--- src/rtl/trinary_pkg.sv ---
// Shared types for the NeutralTrinaryUnit scheduler: trit encoding and FSM states.
package trinary_pkg;

  typedef enum logic [1:0] {
    NEG      = 2'b00,
    NEUTRAL  = 2'b01,
    UNSTABLE = 2'b10,
    POS      = 2'b11
  } trit_t;

  typedef enum logic [2:0] {
    S_IDLE,
    S_ISSUE,
    S_WAIT,
    S_CHECK,
    S_RESPOND
  } sched_state_t;

endpackage

--- src/rtl/trinary_unit_scheduler_rr_arbiter.sv ---
// Combinational round-robin arbiter: one-hot grant to the first requester after last_grant_i.
module rr_arbiter #(
  parameter int N = 4
) (
  input  logic [N-1:0]         req_i,
  input  logic [$clog2(N)-1:0] last_grant_i,
  output logic [N-1:0]         grant_o
);

  localparam int IW = $clog2(N);

  logic          found;
  logic [IW-1:0] idx;

  always_comb begin
    grant_o = '0;
    found   = 1'b0;
    idx     = '0;
    for (int i = 1; i <= N; i++) begin
      idx = IW'((int'(last_grant_i) + i) % N);
      if (!found && req_i[idx]) begin
        grant_o[idx] = 1'b1;
        found        = 1'b1;
      end
    end
  end

endmodule

--- src/rtl/trinary_unit_scheduler.sv ---
// Shares one NeutralTrinaryUnit between NUM_REQ requesters: round-robin pick,
// stable trits bypass the unit, unstable trits are resolved with bounded retries.
module trinary_unit_scheduler
  import trinary_pkg::*;
#(
  parameter int NUM_REQ        = 4,
  parameter int RESOLVE_CYCLES = 4,
  parameter int MAX_RETRY      = 2
) (
  input  logic                 clk,
  input  logic                 rst,
  input  logic [NUM_REQ-1:0]   req_valid,
  input  logic [2*NUM_REQ-1:0] req_state,
  output logic [NUM_REQ-1:0]   req_ready,
  output logic [NUM_REQ-1:0]   rsp_valid,
  output logic [1:0]           rsp_state,
  output logic                 rsp_error,
  output logic                 ntu_start,
  output logic [1:0]           ntu_init,
  input  logic [1:0]           ntu_result,
  output logic                 busy
);

  localparam int IW = $clog2(NUM_REQ);
  localparam int WW = $clog2(RESOLVE_CYCLES + 1);
  localparam int RW = (MAX_RETRY > 0) ? $clog2(MAX_RETRY + 1) : 1;

  sched_state_t  state_q, state_d;
  logic [IW-1:0] last_q, last_d;
  logic [IW-1:0] id_q, id_d;
  trit_t         lat_q, lat_d;
  logic [RW-1:0] retry_q, retry_d;
  logic [WW-1:0] wait_q, wait_d;
  trit_t         rsp_state_q, rsp_state_d;
  logic          rsp_error_q, rsp_error_d;

  logic [NUM_REQ-1:0] grant;
  logic [IW-1:0]      gnt_id;
  trit_t              sel_state;

  rr_arbiter #(.N(NUM_REQ)) u_arb (
    .req_i        (req_valid),
    .last_grant_i (last_q),
    .grant_o      (grant)
  );

  // Grant is only offered in IDLE and never while reset is being applied.
  assign req_ready = (rst && state_q == S_IDLE) ? grant : '0;

  always_comb begin
    gnt_id = '0;
    for (int i = 0; i < NUM_REQ; i++) begin
      if (grant[i]) gnt_id = IW'(i);
    end
  end

  assign sel_state = trit_t'(req_state[2*int'(gnt_id) +: 2]);

  always_comb begin
    state_d     = state_q;
    last_d      = last_q;
    id_d        = id_q;
    lat_d       = lat_q;
    retry_d     = retry_q;
    wait_d      = wait_q;
    rsp_state_d = rsp_state_q;
    rsp_error_d = rsp_error_q;
    case (state_q)
      S_IDLE: begin
        if (|req_ready) begin
          id_d    = gnt_id;
          lat_d   = sel_state;
          retry_d = '0;
          if (sel_state != UNSTABLE) begin
            rsp_state_d = sel_state;
            rsp_error_d = 1'b0;
            state_d     = S_RESPOND;
          end else begin
            state_d = S_ISSUE;
          end
        end
      end
      S_ISSUE: begin
        wait_d  = WW'(RESOLVE_CYCLES);
        state_d = S_WAIT;
      end
      S_WAIT: begin
        wait_d = wait_q - 1'b1;
        if (wait_q <= WW'(1)) state_d = S_CHECK;
      end
      S_CHECK: begin
        if (trit_t'(ntu_result) != UNSTABLE) begin
          rsp_state_d = trit_t'(ntu_result);
          rsp_error_d = 1'b0;
          state_d     = S_RESPOND;
        end else if (retry_q < RW'(MAX_RETRY)) begin
          retry_d = retry_q + 1'b1;
          state_d = S_ISSUE;
        end else begin
          rsp_state_d = UNSTABLE;
          rsp_error_d = 1'b1;
          state_d     = S_RESPOND;
        end
      end
      S_RESPOND: begin
        last_d  = id_q;
        state_d = S_IDLE;
      end
      default: state_d = S_IDLE;
    endcase
  end

  always_ff @(posedge clk) begin
    if (!rst) begin
      state_q     <= S_IDLE;
      last_q      <= IW'(NUM_REQ - 1);
      id_q        <= '0;
      lat_q       <= NEG;
      retry_q     <= '0;
      wait_q      <= '0;
      rsp_state_q <= NEG;
      rsp_error_q <= 1'b0;
    end else begin
      state_q     <= state_d;
      last_q      <= last_d;
      id_q        <= id_d;
      lat_q       <= lat_d;
      retry_q     <= retry_d;
      wait_q      <= wait_d;
      rsp_state_q <= rsp_state_d;
      rsp_error_q <= rsp_error_d;
    end
  end

  always_comb begin
    rsp_valid = '0;
    if (state_q == S_RESPOND) rsp_valid[id_q] = 1'b1;
  end

  assign busy      = (state_q != S_IDLE);
  assign ntu_start = (state_q == S_ISSUE);
  assign ntu_init  = (state_q == S_ISSUE || state_q == S_WAIT || state_q == S_CHECK) ? lat_q : 2'b00;
  assign rsp_state = rsp_state_q;
  assign rsp_error = rsp_error_q;

endmodule

--- config.mk ---
export PLATFORM = sky130hd
export DESIGN_NAME = trinary_unit_scheduler
export DESIGN_NICKNAME = d
export VERILOG_FILES = /design/src/rtl/trinary_pkg.sv /design/src/rtl/trinary_unit_scheduler_rr_arbiter.sv /design/src/rtl/trinary_unit_scheduler.sv
export SDC_FILE = /design/constraint.sdc
export NUM_CORES = 1
export LEC_CHECK = 0
export ABC_AREA = 1
export BUFFER_PORTS_ARGS = -buffer_cell sky130_fd_sc_hd__buf_2
export CAP_MARGIN = 20
export CORE_MARGIN = 2
export CORE_UTILIZATION = 55
export DETAILED_ROUTE_END_ITERATION = 10
export GPL_TIMING_DRIVEN = 0
export MAX_ROUTING_LAYER = met4
export PLACE_DENSITY = 0.86
export SLEW_MARGIN = 10
export SYNTH_ARGS = -nofsm -noshare
export SYNTH_HDL_FRONTEND = slang
export SYNTH_SLANG_ARGS = --single-unit
--- constraint.sdc ---
create_clock -name clk -period 6.5 [get_ports clk]
set_input_delay 1.3 -clock clk [delete_from_list [all_inputs] [get_ports clk]]
set_output_delay 1.3 -clock clk [all_outputs]
set_load 0.01 [all_outputs]
* Word level (Yosys, flattened, before mapping) *
Index checks and enable logic that the tools add are counted.

word-level totals
  logic and storage cells = 117
  output and inout port bits = 15
  register bits = 17

cells by class
  equal/unequal tests = 12
  $add $sub $neg = 6
  order comparisons = 12
  shifts and indexed selects = 1
  bitwise operators = 3
  mux-type cells = 52
  reduce and logical (&&, ||, !) cells = 23

operators by type and width
  operator                                                           number
  two-way mux 4 bit                                                  6
  two-way mux 2 bit                                                  10
  two-way mux 1 bit                                                  17
  < comparator 2 x 3 -> 1 bit, second input constant                 5
  two-way mux 3 bit                                                  5
  OR 4 bit                                                           3
  case mux 3 bit (4 select lines)                                    1
  demux 1 bit (select 2 bit)                                         5
  greater-or-equal comparator 2 x 1 -> 1 bit, second input constant  5
  != test 2 bit, second input constant                               5
  logical AND 1 bit                                                  9
  binary-select mux 1 bit (select 2 bit)                             4
  case mux 2 bit (2 select lines)                                    2
  AND reduction 4 bit                                                2
  variable part select 8 x 4 -> 2 bit                                1
  adder 2 x 1 -> 2 bit, second input constant                        3
  == test 3 x 2 -> 1 bit, second input constant                      2
  case mux 3 bit (2 select lines)                                    1
  adder 2 bit, second input constant                                 2
  != test 2 x 1 -> 1 bit, second input constant                      2
  AND reduction 2 bit                                                2
  nonzero test 2 bit                                                 2
  OR reduction 4 bit                                                 1
  == test 3 x 1 -> 1 bit, second input constant                      1
  10 further kinds                                                   13

* Longest topological paths before layout *
  depth in word-level cells = 21
  depth in mapped cells = 21
  mapped depth without buffers = 21

* By module *
Synthesis repeated with hierarchy kept, for this count alone.

unflattened totals
  cells, all modules = 221
  area, all modules = 1395.1 um2

modules (own cells, without submodules)
  module                  instances  area an instance (um2)  cells an instance
  trinary_unit_scheduler  1          973.4                   146
  rr_arbiter              1          421.7                   75

* Worst setup path before layout *
No wires, ideal clock.

  kind = input -> output
  from = in req_valid[0]
  to = out req_ready[1]
  setup slack = 2.991 ns
  required time = 5.200 ns
  arrival = 2.209 ns
  stages = 9
  buffers on the path = 0
  cells stage by stage = nand2_1 -> nand3_2 -> nand2_4 -> nand2_4 -> inv_2 -> nand3_1 -> nand3_4 -> inv_2 -> nor2_1

between the ends
  cells in the longest elaborated chain, start to end = 13
  elaborated cells on any way between the ends = 25

RTL lines
  item                                     RTL line                                 RTL
  start: declaration                       trinary_unit_scheduler.sv:12             input logic [NUM_REQ-1:0] req_valid,
  binary-select mux 1 bit (select 2 bit)   trinary_unit_scheduler_rr_arbiter.sv:21  if (!found && req_i[idx]) begin
  two-way mux 1 bit (not written as such)  trinary_unit_scheduler_rr_arbiter.sv:21
  two-way mux 1 bit                        trinary_unit_scheduler_rr_arbiter.sv:21
  logical NOT 1 bit                        trinary_unit_scheduler_rr_arbiter.sv:21
  logical AND 1 bit                        trinary_unit_scheduler_rr_arbiter.sv:21
  two-way mux 1 bit                        trinary_unit_scheduler_rr_arbiter.sv:21
  logical NOT 1 bit                        trinary_unit_scheduler_rr_arbiter.sv:21
  logical AND 1 bit                        trinary_unit_scheduler_rr_arbiter.sv:21
  two-way mux 1 bit                        trinary_unit_scheduler_rr_arbiter.sv:21
  logical NOT 1 bit                        trinary_unit_scheduler_rr_arbiter.sv:21
  logical AND 1 bit                        trinary_unit_scheduler_rr_arbiter.sv:21
  two-way mux 4 bit (*)                    trinary_unit_scheduler_rr_arbiter.sv:21
  two-way mux 4 bit (*)                    trinary_unit_scheduler.sv:48             assign req_ready = (rst && state_q == S_IDLE) ? grant : '0;
  end: declaration                         trinary_unit_scheduler.sv:14             output logic [NUM_REQ-1:0] req_ready,

Mark *: on every way between the ends. The rest lies on a longest branch, timed or not. The select of a mux whose other input is x is not followed.

* Worst setup path after layout *
  from = reg last_q[0]
  to = out req_ready[0]

between the ends
  cells in the longest elaborated chain, start to end = 14
  elaborated cells on any way between the ends = 49

RTL lines
  item                                                                  RTL line                                 RTL
  start: declaration                                                    trinary_unit_scheduler.sv:29             logic [IW-1:0] last_q, last_d;
  start signal: assignment                                              trinary_unit_scheduler.sv:116            last_q <= IW'(NUM_REQ - 1);
  start signal: assignment                                              trinary_unit_scheduler.sv:125            last_q <= last_d;
  branches (longest 12 deep; another with < comparator 2 x 3 -> 1 bit)  n/a
  two-way mux 4 bit (*)                                                 trinary_unit_scheduler_rr_arbiter.sv:21
  two-way mux 4 bit (*)                                                 trinary_unit_scheduler.sv:48

Every way passes the cells marked *. The select of a mux whose other input is x is not followed.

==> impl_metrics.py <==
metrics = {
    "worst_hold_path": {
        "holdPathStages": 2,
        "hold_start": "retry_q[1]",
        "holdCritPathClass": "reg2reg",
        "hold_end": "retry_q[1]",
    },
    "die": {
        "core_um2": 2690,
        "rows": 19,
        "initial_core_util_pct": 56.5,
        "die_h_um": 56.5,
        "dieArea_um2": 3200,
        "pin_count": 31,
        "die_w_um": 56.5,
    },
    "clocking": {
        "clk_path_buf_depth": 2,
        "post-cts-setup-buffers": 0,
        "cts.htree.levels": 1,
        "numCtsBuffers": 3,
        "clkLatencyLatePin_ns": 0.30,
        "cts_resized": 0,
        "cts_tree": "done",
        "clock_sinks": 17,
        "root_buffer": "clkbuf_4",
        "cts_hold_buf": 0,
        "clk_pin_slew_worst_paths_ns": 0.09,
    },
    "synthesis": {
        "synth-async-reset-ratio_pct": 0,
        "synth.most_common_cell": "nand2_1",
        "syn_inst": 230,
        "synth_top_cell_by_area": "dfxtp_1",
        "ys_seq_elements": 17,
        "syn-cell-area_um2": 1520,
        "syn-num-nets": 256,
        "yosysTopAreaCellShare_pct": 22.4,
        "synthTopCellsByArea": "dfxtp_1, nand2_1, inv_1",
        "synth_commonest_cells": "nand2_1, inv_1, nor2_1, nand3_1, dfxtp_1",
        "ys.flop_type": "dfxtp_1",
        "ys_types": 29,
        "synth_edf_count": 0,
        "avgSynthCellArea_um2": 6.60,
        "yosysSeqAreaShare_pct": 22.4,
        "yosysWarnings": 0,
    },
    "place": {
        "io_buffers": 29,
        "gp_congestion": 0.785,
        "dp_hpwl_mm": 2.46,
    },
    "sta": {
        "fin_crit_ns": 3.81,
        "fin_skew_ns": 0.00916,
        "drv_slew": 0,
        "fmax_ghz": 0.262,
        "hold_viol": 0,
        "relSlewSlack_pct": 66.2,
        "post-route-period-util_pct": 58.7,
        "worstMarginPinSlew_ns": 0.503,
        "setup_viol_count_final": 0,
        "fin_tns_setup_ns": 0,
        "rsz0062_at_grt": "false",
    },
    "pwr": {
        "power.density_nw_per_um2": 441,
        "fin_total_pwr_uw": 761,
        "ir_drop_v": 0.000256,
        "leakagePower_nw": 0.934,
    },
    "layout": {
        "num_antenna_cells": 0,
        "areaGrowthSynthToFinish_pct": 13.9,
        "final_nets": 290,
        "drive_gt1_share_pct": 27.8,
    },
    "worst_setup_path": {
        "endpoint_kind": "output pin",
        "r2r-start": "last_q[0]",
        "worstPathArrival_ns": 2.51,
        "critPathLaunchType": "register",
        "crit_fanout": 10,
        "r2r_slack_ns": 3.68,
        "reg2reg_depth": 17,
        "r2r-end": "rsp_state[1]",
        "setup.worst_path.class": "reg2out",
        "cp.required_ns": 5.20,
    },
    "global_routing": {
        "grt_max_degree": 11,
        "grt_pass1_vias": 1378,
        "grt_pass1_wl_mm": 5.35,
        "grt_antenna_before_repair": 0,
        "grt_util_all_layers_pct": 20.7,
        "overflow": 0,
    },
    "run": {
        "drv_cap": 0,
    },
    "routing": {
        "drtAntennaViolNets": 0,
        "detail_route.iter0.violations": 26,
        "drt_wl_total_mm": 2.97,
        "vias_per_cell": 5.00,
        "wl_per_cell_um": 10.1,
        "drc": 0,
        "vias": 1469,
        "firstDrtPassIters": 4,
    },
    "run_status": {
        "status": "completed",
    },
}
==> per-stage QoR <==
| step | instances | setup slack, ns | util, % | area, um2 | hold WS (ns) |
|---|---|---|---|---|---|
| 2_1_floorplan | 230 | 2.99 | - | 1520 | 0.434 |
| 3_3_place_gp | 290 | 2.75 | 63.3 | 1700 | 0.448 |
| 3_5_place_dp | 290 | 2.72 | 63.3 | 1700 | 0.453 |
| 4_1_cts | 294 | 2.65 | 64.3 | 1730 | 0.465 |
| 5_1_grt | 294 | 2.51 | 64.3 | 1730 | 0.498 |
| 6_report | 294 | 2.69 | 64.3 | 1730 | 0.462 |
==> worst max path at each step <==
stage,end,startpoint,cells past startpoint
final,req_ready[0],last_q[0],11
after global routing,req_ready[1],last_q[0],12
after CTS,req_ready[1],last_q[0],12
after detailed placement,req_ready[1],req_valid[0],11
after global placement,req_ready[1],req_valid[0],11
after floorplan,req_ready[1],req_valid[0],9
==> area by class of cell <==
cell class / instances / area [um2]
Multi-Input combinational cell: 169 / 1000
Tap cell: 31 / 38.8
Buffer: 1 / 13.8
Timing Repair Buffer: 29 / 145
Inverter: 43 / 161
Sequential cell: 17 / 340
Fill cell: 274 / 958
Clock buffer: 4 / 26.3
==> sequential cells by signal, summed over array words and instances (netlist names) <==
register / cells
id_q: 2
last_q: 2
lat_q: 2
retry_q: 2
rsp_error: 1
rsp_state: 2
state_q: 3
wait_q: 3
==> where the power goes <==
| group | switching [mW] | internal (mW) | total, mW |
|---|---|---|---|
| Combinational | 0.357 | 0.190 | 0.548 |
| Clock | 0.0338 | 0.0239 | 0.0577 |
| Sequential | 0.0249 | 0.131 | 0.156 |
| Total | 0.416 | 0.345 | 0.761 |
==> metal layers <==
metal,GRT usage (%),up-vias,share of wire [%]
met1,24.3,650,48
met5,-,-,0
li1,-,788,-
met4,2.72,0,0
met3,4.38,0,4.6
met2,37.2,31,47
==> worst max-delay path, cell delays in order, from the launching register on <==
cell and delay (ns):
dfxtp_1 0.56, inv_2 0.20, ha_1 0.38, inv_1 0.13
nand3_2 0.17, nand2_4 0.13, nand2_4 0.08, nor2_4 0.16
nand2_1 0.07, nand4_1 0.09, and2_1 0.14, buf_2 0.13
==> cell usage in the layout, fill, tap and decap left out, types with 2 or more instances in the layout <==
cell type,count
inv_1,34
inv_2,6
dfxtp_1,17
o211ai_1,4
clkbuf_4,3
nor2_2,4
nand2_2,12
nand3b_1,2
nand2_4,5
ha_1,10
a21oi_1,8
clkinv_1,3
nor2_4,2
nor2_1,28
nand2_1,46
o21ai_0,6
nand3_4,4
buf_2,29
nand3_2,4
nand3_1,18
nor3_1,7
==> logic make-up (layout without fill, tap and decap cells) <==
kind of cell	Yosys count	in the layout	share of synthesized area [%]
buf+inv	44	77	11.5
compound gates	23	23	9.15
xor+xnor	1	1	0.577
flops	17	17	22.4
simple gates	135	135	48.1
fa+ha+maj	10	10	8.24
Power figures use the tool's default switching activity.
